File: config.mk
export PLATFORM = sky130hd
export DESIGN_NAME = ccr_flag_sequencer
export DESIGN_NICKNAME = d
export VERILOG_FILES = /design/src/rtl/ccr_flag_sequencer_pkg.sv /design/src/rtl/ccr_stack.sv /design/src/rtl/ccr_flag_sequencer.sv
export SDC_FILE = /design/constraint.sdc
export NUM_CORES = 1
export LEC_CHECK = 0
export BUFFER_PORTS_ARGS = -buffer_cell sky130_fd_sc_hd__buf_2
export CAP_MARGIN = 20
export CELL_PAD_IN_SITES_DETAIL_PLACEMENT = 0
export CELL_PAD_IN_SITES_GLOBAL_PLACEMENT = 1
export CORE_MARGIN = 2
export CORE_UTILIZATION = 44
export DETAILED_ROUTE_END_ITERATION = 16
export PLACE_DENSITY_LB_ADDON = 0.3
export SLEW_MARGIN = 10
export SYNTH_ARGS = -nofsm -noshare
export SYNTH_HDL_FRONTEND = slang
export SYNTH_SLANG_ARGS = --single-unit
File: constraint.sdc
create_clock -name clk -period 2.4 [get_ports clk]
set_input_delay 0.24 -clock clk [delete_from_list [all_inputs] [get_ports clk]]
set_output_delay 0.24 -clock clk [all_outputs]
set_load 0.02 [all_outputs]
File: src/rtl/ccr_flag_sequencer_pkg.sv
// Shared opcode, flag and sequencer-state definitions for the CCR flag sequencer.
// Opcode values follow the ALU decoder encoding.
package ccr_flag_sequencer_pkg;

    localparam int CCR_W = 3;

    localparam int OP_SETC  = 2;
    localparam int OP_CLRC  = 3;
    localparam int OP_JZ    = 20;
    localparam int OP_JN    = 21;
    localparam int OP_JC    = 22;
    localparam int OP_RTI   = 26;
    localparam int OP_RESET = 27;

    localparam int FLAG_Z = 0;
    localparam int FLAG_N = 1;
    localparam int FLAG_C = 2;

    typedef enum logic [1:0] {
        ST_IDLE  = 2'd0,
        ST_DRAIN = 2'd1,
        ST_SAVE  = 2'd2,
        ST_ACK   = 2'd3
    } seq_state_e;

    // One-hot mask of the flag tested by a conditional branch; zero for non-branches.
    function automatic logic [CCR_W-1:0] branch_mask(input int op);
        logic [CCR_W-1:0] m;
        m = '0;
        case (op)
            OP_JZ:   m[FLAG_Z] = 1'b1;
            OP_JN:   m[FLAG_N] = 1'b1;
            OP_JC:   m[FLAG_C] = 1'b1;
            default: m = '0;
        endcase
        return m;
    endfunction

endpackage

File: src/rtl/ccr_stack.sv
// Saturating LIFO of saved CCR values used for interrupt entry and RTI restore.
// Pushes when full and pops when empty are ignored; the caller flags the error.
module ccr_stack
    import ccr_flag_sequencer_pkg::*;
#(
    parameter int STACK_DEPTH = 4
) (
    input  logic             clk,
    input  logic             rst_n,
    input  logic             push,
    input  logic             pop,
    input  logic             clr,
    input  logic [CCR_W-1:0] din,
    output logic [CCR_W-1:0] dout,
    output logic             full,
    output logic             empty
);

    localparam int AW = $clog2(STACK_DEPTH);
    localparam int PW = AW + 1;

    logic [CCR_W-1:0] mem [STACK_DEPTH];
    logic [PW-1:0]    sp;
    logic [AW-1:0]    wr_idx;
    logic [AW-1:0]    rd_idx;

    assign full   = (sp == PW'(STACK_DEPTH));
    assign empty  = (sp == '0);
    assign wr_idx = sp[AW-1:0];
    assign rd_idx = sp[AW-1:0] - AW'(1);
    assign dout   = empty ? '0 : mem[rd_idx];

    always_ff @(posedge clk or negedge rst_n) begin
        if (!rst_n) begin
            sp <= '0;
        end else if (clr) begin
            sp <= '0;
        end else if (push && !full) begin
            sp <= sp + PW'(1);
        end else if (pop && !empty) begin
            sp <= sp - PW'(1);
        end
    end

    // Storage carries no reset; the pointer alone decides which entries are live.
    always_ff @(posedge clk) begin
        if (push && !full && !clr) begin
            mem[wr_idx] <= din;
        end
    end

endmodule

File: src/rtl/ccr_flag_sequencer.sv
// Execute-stage condition-code register with branch resolution, interrupt entry
// sequencing (drain, save, acknowledge) and RTI restore through a private CCR stack.
module ccr_flag_sequencer
    import ccr_flag_sequencer_pkg::*;
#(
    parameter int STACK_DEPTH = 4,
    parameter int OP_W        = 5
) (
    input  logic            clk,
    input  logic            rst_n,
    input  logic            valid_i,
    input  logic [OP_W-1:0] alu_op_i,
    input  logic [2:0]      alu_flags_i,
    input  logic            alu_flags_we_i,
    input  logic            int_req_i,
    output logic [2:0]      ccr_o,
    output logic            jump_taken_o,
    output logic            stall_o,
    output logic            int_ack_o,
    output logic            err_o
);

    seq_state_e       state_q, state_d;
    logic [CCR_W-1:0] ccr_q, ccr_d;
    logic             jump_q, jump_d;
    logic             err_q, err_d;

    logic             accept;
    int               op_val;
    logic [CCR_W-1:0] br_mask;

    logic             stk_push, stk_pop, stk_clr;
    logic [CCR_W-1:0] stk_dout;
    logic             stk_full, stk_empty;

    assign stall_o      = (state_q != ST_IDLE);
    assign int_ack_o    = (state_q == ST_ACK);
    assign ccr_o        = ccr_q;
    assign jump_taken_o = jump_q;
    assign err_o        = err_q;

    assign accept  = valid_i && (state_q == ST_IDLE);
    assign op_val  = int'(alu_op_i);
    assign br_mask = branch_mask(op_val);

    ccr_stack #(
        .STACK_DEPTH (STACK_DEPTH)
    ) u_stack (
        .clk   (clk),
        .rst_n (rst_n),
        .push  (stk_push),
        .pop   (stk_pop),
        .clr   (stk_clr),
        .din   (ccr_q),
        .dout  (stk_dout),
        .full  (stk_full),
        .empty (stk_empty)
    );

    always_comb begin
        state_d  = state_q;
        ccr_d    = ccr_q;
        jump_d   = 1'b0;
        err_d    = err_q;
        stk_push = 1'b0;
        stk_pop  = 1'b0;
        stk_clr  = 1'b0;

        case (state_q)
            ST_IDLE: begin
                if (int_req_i) begin
                    state_d = ST_DRAIN;
                end
            end
            ST_DRAIN: begin
                state_d = ST_SAVE;
            end
            ST_SAVE: begin
                // A full stack drops the save but the handler still starts from a clean CCR.
                if (stk_full) begin
                    err_d = 1'b1;
                end else begin
                    stk_push = 1'b1;
                end
                ccr_d   = '0;
                state_d = ST_ACK;
            end
            ST_ACK: begin
                state_d = ST_IDLE;
            end
            default: begin
                state_d = ST_IDLE;
            end
        endcase

        // Only reachable in IDLE, so it never collides with the SAVE-state CCR clear.
        if (accept) begin
            case (op_val)
                OP_SETC: begin
                    ccr_d[FLAG_C] = 1'b1;
                end
                OP_CLRC: begin
                    ccr_d[FLAG_C] = 1'b0;
                end
                OP_JZ, OP_JN, OP_JC: begin
                    if ((ccr_q & br_mask) != '0) begin
                        jump_d = 1'b1;
                        ccr_d  = ccr_q & ~br_mask;
                    end
                end
                OP_RTI: begin
                    if (stk_empty) begin
                        err_d = 1'b1;
                    end else begin
                        stk_pop = 1'b1;
                        ccr_d   = stk_dout;
                    end
                end
                OP_RESET: begin
                    ccr_d   = '0;
                    stk_clr = 1'b1;
                end
                default: begin
                    if (alu_flags_we_i) begin
                        ccr_d = alu_flags_i;
                    end
                end
            endcase
        end
    end

    always_ff @(posedge clk or negedge rst_n) begin
        if (!rst_n) begin
            state_q <= ST_IDLE;
            ccr_q   <= '0;
            jump_q  <= 1'b0;
            err_q   <= 1'b0;
        end else begin
            state_q <= state_d;
            ccr_q   <= ccr_d;
            jump_q  <= jump_d;
            err_q   <= err_d;
        end
    end

endmodule

==> impl_metrics.toml, run 1 <==
[worst_setup_path]
end_kind = "register"
start_kind = "register"
rrSetupSlack_ns = 0.41
worst-r2r-cell-count = 8
max_stage_delay_ns = 0.45
r2r_start = "u_stack.sp[0]"
arrival_ns = 2.20
crit_path_top_delay_cell = "fa_1"
path_class = "register to register"
worstPathMaxFanout = 8
r2r_end = "u_stack.sp[2]"
path_cells = "inv_1, ha_1, a21boi_0, fa_1, nor2_1, mux2i_1, o221ai_1, a21oi_1"
cp_data_required_time_ns = 2.60

[hold_path]
hp-class = "input port to register"
whs_endpoint = "state_q[0]"
min-delay-start = "int_req_i"
whs_path_depth = 3

[finish]
final_nets = 170
fillers = 289
final_cells = 191
diodes = 0
multi_input_area_sq_um = 737
drive_above_1_share_pct = 21.8
area.growth.synth_to_final_pct = 15.1
fin_util_pct = 53.1
seqCellArea_sq_um = 611

[clock_network]
cts-htree-levels = 1
cts.sinks = 22
clock-root-buffer = "clkbuf_4"
postCtsSetupBuffers = 0
cts_buffer_depth = 2
tritoncts = "built"
path_clk_slew_ns = 0.13
post_cts_resized = 0
worstSkewPairLatency_ns = 0.31
numCtsBuffers = 3
ctsHoldBuffers = 1

[place]
io_buffers = 19
gp_congestion = 0.801
hpwl_um = 2260
place_inst = 186
post-place-ws_ns = 0.416

[logic_synthesis]
synth_edf_count = 12
yosysSeqAreaShare_pct = 43.4
postSynthCellCount = 125
ys.flop_type = "edfxtp_1"
postSynthNetCount = 147
ys_warn_count = 0
netlist_area_sq_um = 1410
synthArstFlopShare_pct = 45.5
netlist-cell-type-count = 51
ys_ff_latch = 22
syn_avg_cell_area_sq_um = 11.3

[routing]
wirelength_um = 3010
avgRoutedWirePerCell_um = 15.8
first_iter_violations = 50
drc = 0
firstDrtPassIters = 4
postRouteAntennaNets = 0
num_vias = 1070
vias_per_cell = 5.60

[sta]
final_hold_viol_count = 0
tightest_slew_ns = 0.383
fmax_mhz = 502
fin_crit_sh_pct = 83.0
post-route-min-period_ns = 1.99
setup_tns_ns = 0
rsz0062_at_grt = "no"
worst_slack_ns = 0.407
slew_viol_final = 0
fin_worst_skew_ns = 0.00423
finalSetupViolations = 0
holdWs_ns = 0.256
max-slew-margin-rel_pct = 74.5

[run]
cap_violations = 0

[floorplanning]
start_util_pct = 46.1
rows = 20
die_h_um = 60.6
pin_count = 20
die_w_um = 60.6
die_area_sq_um = 3670
fp.coreArea_sq_um = 3050

[global_route]
grt_pass1_vias = 1108
antenna_found_initial = 0
grt_usage_pct = 18.9
grt_start_max_net_pins = 14
grt-ovfl-total = 0
grt_pass1_wl_um = 5130

[power]
p_per_area_nw_per_um2 = 1130
irDropWorstVdd_uv = 590
cellLeakagePower_nw = 0.701

[run_status]
status = "finished clean"
## cell families (layout without fill, tap and decap cells)
family,count (synthesis),after routing,synth area share [%]
XOR/XNOR,3,3,1.87
flip-flops,22,22,43.4
buffers and inverters,15,37,4.27
AND/OR/NAND/NOR,41,41,18.4
AO/OA/AOI/OAI,27,27,14.6
multiplexers,8,8,8.98
adder cells (fa/ha/maj),9,9,8.53
## registers in the layout (all words and copies together), names as in the netlist
signal,flops
err_o,1
jump_taken_o,1
u_stack.mem,12
u_stack.sp,3
ccr_o,3
state_q,2
## critical path: cells and delay by family (launching register included)
family,cells,cell delay [ns]
adders and majority gates,2,0.75
muxes,1,0.07
DFF,1,0.40
and+or+nand+nor,1,0.10
buffers and inverters,1,0.16
AOI/OAI and AO/OA,3,0.42
## metal layers
layer	global-route usage (%)	routed length, um	vias to the layer above
met3	2.77	128	7
li1	-	-	519
met2	29.2	1340	27
met5	0	0	-
met1	26.1	1470	517
met4	9.32	70	0
## final cells by class
type | count | share of cell area, %
Tap cell | 44 | 3.40
Clock inverter | 1 | 1.85
Clock buffer | 3 | 1.39
Sequential cell | 22 | 37.7
Timing Repair Buffer | 23 | 7.88
Inverter | 10 | 2.32
Multi-Input combinational cell | 88 | 45.5
## synth_stat cells, drive strengths merged, types with 2 or more instances
cell type / instances / share of area [%]
dfrtp: 10 / 18
inv: 10 / 2.7
and4b: 2 / 1.4
buf: 2 / 0.71
o211ai: 2 / 1.1
mux4: 3 / 5.3
nand2b: 3 / 1.3
nand2: 5 / 1.3
nand3b: 2 / 1.3
and3: 4 / 1.8
or3b: 2 / 1.2
nor4bb: 2 / 1.4
a21oi: 6 / 2.1
edfxtp: 12 / 26
clkbuf: 3 / 0.89
ha: 8 / 7.1
o21a: 2 / 1.1
nor2b: 2 / 0.89
xor2: 2 / 1.2
nor2: 5 / 1.3
and2: 3 / 1.3
nand3: 3 / 1.1
nor3: 3 / 1.1
mux2i: 4 / 2.8
o221ai: 2 / 1.2
## metrics by stage
| stage | total power [W] | instance area, sq um |
|---|---|---|
| 2_1_floorplan | 0.00129 | 1410 |
| 3_3_place_gp | 0.00153 | 1560 |
| 3_5_place_dp | 0.00156 | 1560 |
| 4_1_cts | 0.00185 | 1620 |
| 5_1_grt | 0.00198 | 1620 |
| 6_report | 0.00184 | 1620 |
## cell usage in the layout, fill, tap and decap left out, types with 2 or more instances in the layout
| master | n |
|---|---|
| buf_2 | 19 |
| edfxtp_1 | 12 |
| inv_1 | 10 |
| dfrtp_1 | 10 |
| ha_1 | 8 |
| a21oi_1 | 6 |
| nand2_1 | 5 |
| nor2_1 | 5 |
| mux2i_1 | 4 |
| and3_1 | 4 |
| nand3_1 | 3 |
| and2_1 | 3 |
| nand2b_1 | 3 |
| nor3_1 | 3 |
| clkbuf_4 | 3 |
| buf_4 | 3 |
| nor2b_1 | 2 |
| and4b_1 | 2 |
| xor2_1 | 2 |
| or3b_2 | 2 |
| nor4bb_1 | 2 |
| mux4_1 | 2 |
| o211ai_1 | 2 |
| o21a_1 | 2 |
| o221ai_1 | 2 |
## where the power goes
| part | total [W] | internal (W) | leakage [nW] | switching, W |
|---|---|---|---|---|
| Sequential | 0.000666 | 0.000545 | 0.233 | 0.000121 |
| Clock | 0.000286 | 0.000169 | 0.0279 | 0.000117 |
| Combinational | 0.000885 | 0.000409 | 0.440 | 0.000477 |
| Total | 0.00184 | 0.00112 | 0.701 | 0.000715 |
## worst max-delay path by stage
stage                             start       endpoint  slack (ns)  cells past startpoint
final                     u_stack.sp[0]  u_stack.sp[2]        0.41                      8
after global placement    u_stack.sp[1]       ccr_o[0]        0.47                      5
after global routing      u_stack.sp[0]  u_stack.sp[2]        0.22                      8
after floorplan           u_stack.sp[0]  u_stack.sp[2]        0.38                      7
after detailed placement  u_stack.sp[1]  u_stack.sp[2]        0.42                      8
after CTS                 u_stack.sp[0]  u_stack.sp[2]        0.39                      8
Power figures use the tool's default switching activity.
==> run 2: changes to the inputs <==
ABC_AREA = 1   (was not set)
CORE_UTILIZATION = 41   (was 44)
clock period = 1.95 ns   (was 2.4 ns; I/O delays follow)
==> run 2 against run 1 <==
Net effect:
- critical path type unchanged
- sequential cell count did not move
- largest power group unchanged
- clock power rose by 4%
- wire length fell by 0.93%
- final area rose by 0.54%
==> impl_metrics.toml, run 2 <==
[clock_network]
cts.sinks = 22
postCtsSetupBuffers = 0
cts_buffer_depth = 2
post_cts_resized = 0
path_clk_slew_ns = 0.14
clock-root-buffer = "clkbuf_4"
tritoncts = "built"
worstSkewPairLatency_ns = 0.32
numCtsBuffers = 3
cts-htree-levels = 1

[logic_synthesis]
yosys-top-cells-area = "edfxtp_1 (26%), dfrtp_1 (18%), nand2_1 (13%), ha_1 (7.1%), inv_1 (6.4%)"
synth_top_cell_by_area = "edfxtp_1"
netlist-cell-type-count = 26
ys_warn_count = 0
synth.most_common_cell = "nand2_1"
ys.flop_type = "edfxtp_1"
synthArstFlopShare_pct = 45.5
synth_top_area_share_pct = 25.5
postSynthCellCount = 178
netlist_area_sq_um = 1410
ys_ff_latch = 22
syn_avg_cell_area_sq_um = 7.93
postSynthNetCount = 200
synth_edf_count = 12
netlist_top_cells_count = "nand2_1 (47), inv_1 (24), nor2_1 (21)"
yosysSeqAreaShare_pct = 43.3

[power]
irDropWorstVdd_uv = 616
cellLeakagePower_nw = 0.782
p_per_area_nw_per_um2 = 1340

[floorplanning]
rows = 21
start_util_pct = 42.6
die_area_sq_um = 3930
die_w_um = 62.7
die_h_um = 62.7
fp.coreArea_sq_um = 3310
pin_count = 20

[finish]
regMostFlops = "u_stack.mem"
drive_above_1_share_pct = 20.3
largest_register_ff_count = 12
final_cells = 248
final_common_cell = "nand2_1"
diodes = 0
area.growth.synth_to_final_pct = 15.4
fin_util_pct = 49.2
layout_common_cells = "nand2_1 (47), inv_1 (24), nor2_1 (21)"
final_nets = 225

[sta]
fin_worst_skew_ns = 0.0266
finalSetupViolations = 0
post-route-min-period_ns = 1.84
slew_viol_final = 0
fin_crit_sh_pct = 94.1
tightest_slew_ns = 0.296
setup_tns_ns = 0
max-slew-margin-rel_pct = 80.2
final_hold_viol_count = 0
rsz0062_at_grt = "yes"
worst_slack_ns = 0.114
fmax_mhz = 545

[worst_setup_path]
start_kind = "register"
path_cells = "inv_1, ha_1, nand2_1, inv_1, nand4_2, nand2_1, nor2_1"
path_class = "register to register"
crit_path_top_delay_cell = "dfrtp_1"
critPathTopFamily = "simple AND/OR/NAND/NOR gates"
max_stage_delay_ns = 0.38
worstPathMaxFanout = 6
arrival_ns = 1.82
path_buf_inv = 2
cp_data_required_time_ns = 1.93
end_kind = "register"

[routing]
vias_per_cell = 4.87
first_iter_violations = 32
drc = 0
wirelength_um = 2980
postRouteAntennaNets = 0
firstDrtPassIters = 4
avgRoutedWirePerCell_um = 12.0
num_vias = 1207

[global_route]
grt_pass1_vias = 1141
grt-ovfl-total = 0
grt_usage_pct = 15.9
grt_start_max_net_pins = 14
grt_pass1_wl_um = 4910
antenna_found_initial = 0

[place]
hpwl_um = 2430
place_inst = 243
gp_congestion = 0.838
post-place-ws_ns = 0.139
io_buffers = 19

[run]
cap_violations = 0

[hold_path]
hp-class = "input port to register"

[run_status]
status = "finished clean"
[run 2: cell types whose count changed after synthesis, moves of 4 or more]
cell	previous run	this run
and3_1	4	0
nand3_1	3	9
a21oi_1	6	0
mux2i_1	4	0
o21ai_0	1	14
nor2_2	0	4
inv_1	10	24
nand2_1	5	47
nor2_1	5	21
[run 2: area by class of cell]
class / count / area [sq um]
Fill cell: 351 / 1680
Sequential cell: 22 / 611
Multi-Input combinational cell: 125 / 681
Timing Repair Buffer: 23 / 128
Clock buffer: 4 / 47.5
Inverter: 28 / 105
Tap cell: 46 / 57.6
[run 2: logic make-up after synthesis]
family	after synthesis	share of synthesized area, %
buffers and inverters	31	8.51
XOR/XNOR	1	0.621
adder cells (fa/ha/maj)	9	8.51
AND/OR/NAND/NOR	93	30.1
AO/OA/AOI/OAI	22	8.95
flip-flops	22	43.3
[run 2: through the flow]
| step | total power (W) | hold WS (ns) | area (sq um) |
|---|---|---|---|
| 2_1_floorplan | 0.00156 | -0.101 | 1410 |
| 3_3_place_gp | 0.00189 | 0.0667 | 1570 |
| 3_5_place_dp | 0.00191 | 0.0690 | 1570 |
| 4_1_cts | 0.00221 | 0.152 | 1630 |
| 5_1_grt | 0.00240 | 0.151 | 1630 |
| 6_report | 0.00219 | 0.156 | 1630 |
[run 2: worst paths after layout]
kind | start | to | slack (ns) | cells past startpoint
min in group asynchronous | rst_n | state_q[0] | 0.24 | 2
max in group asynchronous | rst_n | u_stack.sp[0] | 1.52 | 2
worst max register to register | state_q[0] | u_stack.mem[3][0] | 0.11 | 7
worst min register to register | err_o | err_o | 0.51 | 1
worst min-delay path | int_req_i | state_q[1] | 0.16 | 3
worst max-delay path | state_q[0] | u_stack.mem[3][0] | 0.11 | 7
[run 2: report_power, final]
group	internal, W	leakage [nW]	switching (W)	total (W)
logic	0.000399	0.520	0.000691	0.00109
clock network	0.000157	0.0261	0.000140	0.000297
registers	0.000673	0.236	0.000126	0.000799
[run 2: what timing repair did]
action,4_1_cts,5_1_grt
hold endpoints to repair,10,0
endpoints found under the setup margin,0,6
hold buffers,1,0
[run 2: layer usage]
metal,GRT usage [%],wire length [um],vias up
li1,-,-,620
met4,6.11,31,0
met3,2.16,80,5
met5,0,0,-
met2,28.5,1540,15
met1,19.3,1330,567
[run 2: worst min-delay path: stages]
cell	delay [ns]
buf_2	0.07
or2_2	0.11
o21ai_0	0.07
==> run 3: changes to the inputs <==
PLACE_DENSITY = 0.75   (was not set)
PLACE_DENSITY_LB_ADDON = not set   (was 0.3)
clock period = 1.92 ns   (was 1.95 ns; I/O delays follow)
==> run 3 against run 2 <==
Net effect:
- utilization rose by 0.79 points
- global-route usage rose by 1.6 points
- register-to-register slack better by 0.05 ns
- sequential share of layout area shrank 0.60 points
- via count fell by 0.58%
- clock power decreased by 15%
- non-clock buffer count unchanged
- worst setup slack better by 0.054 ns
- critical endpoint is now u_stack.sp[2]
==> impl_metrics.toml, run 3 (synthesis results as in run 2) <==
[run_status]
status = "finished clean"

[finish]
layout_common_cells = "nand2_1 (46), inv_1 (23), buf_2 (19)"
regMostFlops = "u_stack.mem"
area.growth.synth_to_final_pct = 17.3
diodes = 0
drive_above_1_share_pct = 23.3
final_cells = 248
final_common_cell = "nand2_1"
final_nets = 225
largest_register_ff_count = 12

[worst_setup_path]
end_kind = "register"
max_stage_delay_ns = 0.43
crit_path_top_delay_cell = "dfrtp_1"
critPathTopFamily = "adder cells"
worstPathMaxFanout = 4
start_kind = "register"
path_cells = "inv_1, ha_1, a21boi_2, fa_1, xor2_1, o22ai_1"
path_class = "register to register"
cp_data_required_time_ns = 2.16
path_buf_inv = 1
arrival_ns = 1.99

[run]
cap_violations = 0

[clock_network]
cts.sinks = 22
tritoncts = "built"
postCtsSetupBuffers = 0
cts-htree-levels = 1
path_clk_slew_ns = 0.13
worstSkewPairLatency_ns = 0.31
clock-root-buffer = "clkbuf_4"
numCtsBuffers = 3
cts_buffer_depth = 2

[floorplanning]
fp.coreArea_sq_um = 3310
die_h_um = 62.7
die_area_sq_um = 3930
die_w_um = 62.7
rows = 21
start_util_pct = 42.6
pin_count = 20

[place]
place_inst = 243
gp_congestion = 0.787
hpwl_um = 2520
io_buffers = 19

[sta]
slew_viol_final = 0
fin_worst_skew_ns = 0.0194
fmax_mhz = 571
max-slew-margin-rel_pct = 80.5
tightest_slew_ns = 0.291
holdWs_ns = 0.165
post-route-min-period_ns = 1.75
rsz0062_at_grt = "no"
final_hold_viol_count = 0
finalSetupViolations = 0
setup_tns_ns = 0
fin_crit_sh_pct = 91.2

[routing]
first_iter_violations = 33
vias_per_cell = 4.84
avgRoutedWirePerCell_um = 12.6
postRouteAntennaNets = 0
wirelength_um = 3120
num_vias = 1200
firstDrtPassIters = 4
drc = 0

[global_route]
grt-ovfl-total = 0
grt_pass1_vias = 1143
antenna_found_initial = 0
grt_start_max_net_pins = 13
grt_usage_pct = 17.5
grt_pass1_wl_um = 5360

[power]
p_per_area_nw_per_um2 = 1360
irDropWorstVdd_uv = 675
cellLeakagePower_nw = 0.777

[hold_path]
hp-class = "input port to register"
[run 3: changes by cell type in the layout (fill, tap and decap cells not counted)]
cell / change
nor2_4: +4
nand2_4: +1
clkbuf_8: +1
nand2_1: -1
nor2_1: -4
clkbuf_16: -1
inv_2: +1
inv_1: -1
[run 3: per-stage QoR]
stage | setup WS, ns | power, W | util (%) | instance area (sq um)
floorplan | 0.233 | 0.00159 | - | 1410
detailed placement | 0.0624 | 0.00195 | 47.5 | 1570
global route | 0.0366 | 0.00247 | 50.0 | 1660
CTS | 0.0304 | 0.00221 | 48.9 | 1620
global placement | 0.102 | 0.00192 | 47.5 | 1570
finish | 0.168 | 0.00225 | 50.0 | 1660
[run 3: final timing paths]
path | startpoint | endpoint | slack [ns] | cells after the start
max | u_stack.sp[1] | u_stack.sp[2] | 0.17 | 6
min | int_req_i | state_q[1] | 0.16 | 3
max reg2reg | u_stack.sp[1] | u_stack.sp[2] | 0.17 | 6
min reg2reg | err_o | err_o | 0.51 | 1
max in group asynchronous | rst_n | jump_taken_o | 1.44 | 2
min in group asynchronous | rst_n | state_q[0] | 0.26 | 2
[run 3: where the power goes]
group          internal (W)  total [W]  switching [W]
Clock              0.000116   0.000251       0.000135
Combinational      0.000426    0.00119       0.000761
Sequential         0.000683   0.000817       0.000134
Total               0.00122    0.00225        0.00103
[run 3: layout make-up]
type | instances | area, sq um
sequential | 22 | 611
inverter | 28 | 105
tap | 46 | 57.6
clock buffer | 4 | 36.3
multi-input combinational | 125 | 718
timing repair buffer | 23 | 128
fill | 344 | 1660
[run 3: worst min-delay path: stages]
cell and delay, ns:
buf_2 0.07, or2_2 0.11, o21ai_0 0.07
[run 3: per-layer routing]
layer / GRT usage (%) / up-vias / part of all wire (%)
met3: 3.24 / 4 / 3.9
met1: 21.5 / 552 / 45
met2: 31.3 / 21 / 50
li1: - / 623 / -
met4: 4.72 / 0 / 0.83
met5: 0 / - / 0
[run 3: what timing repair did]
action,in CTS,in global routing
gates resized for setup,0,11
endpoints found under the hold margin,10,0
endpoints found under the setup margin,0,12
hold buffers,1,0
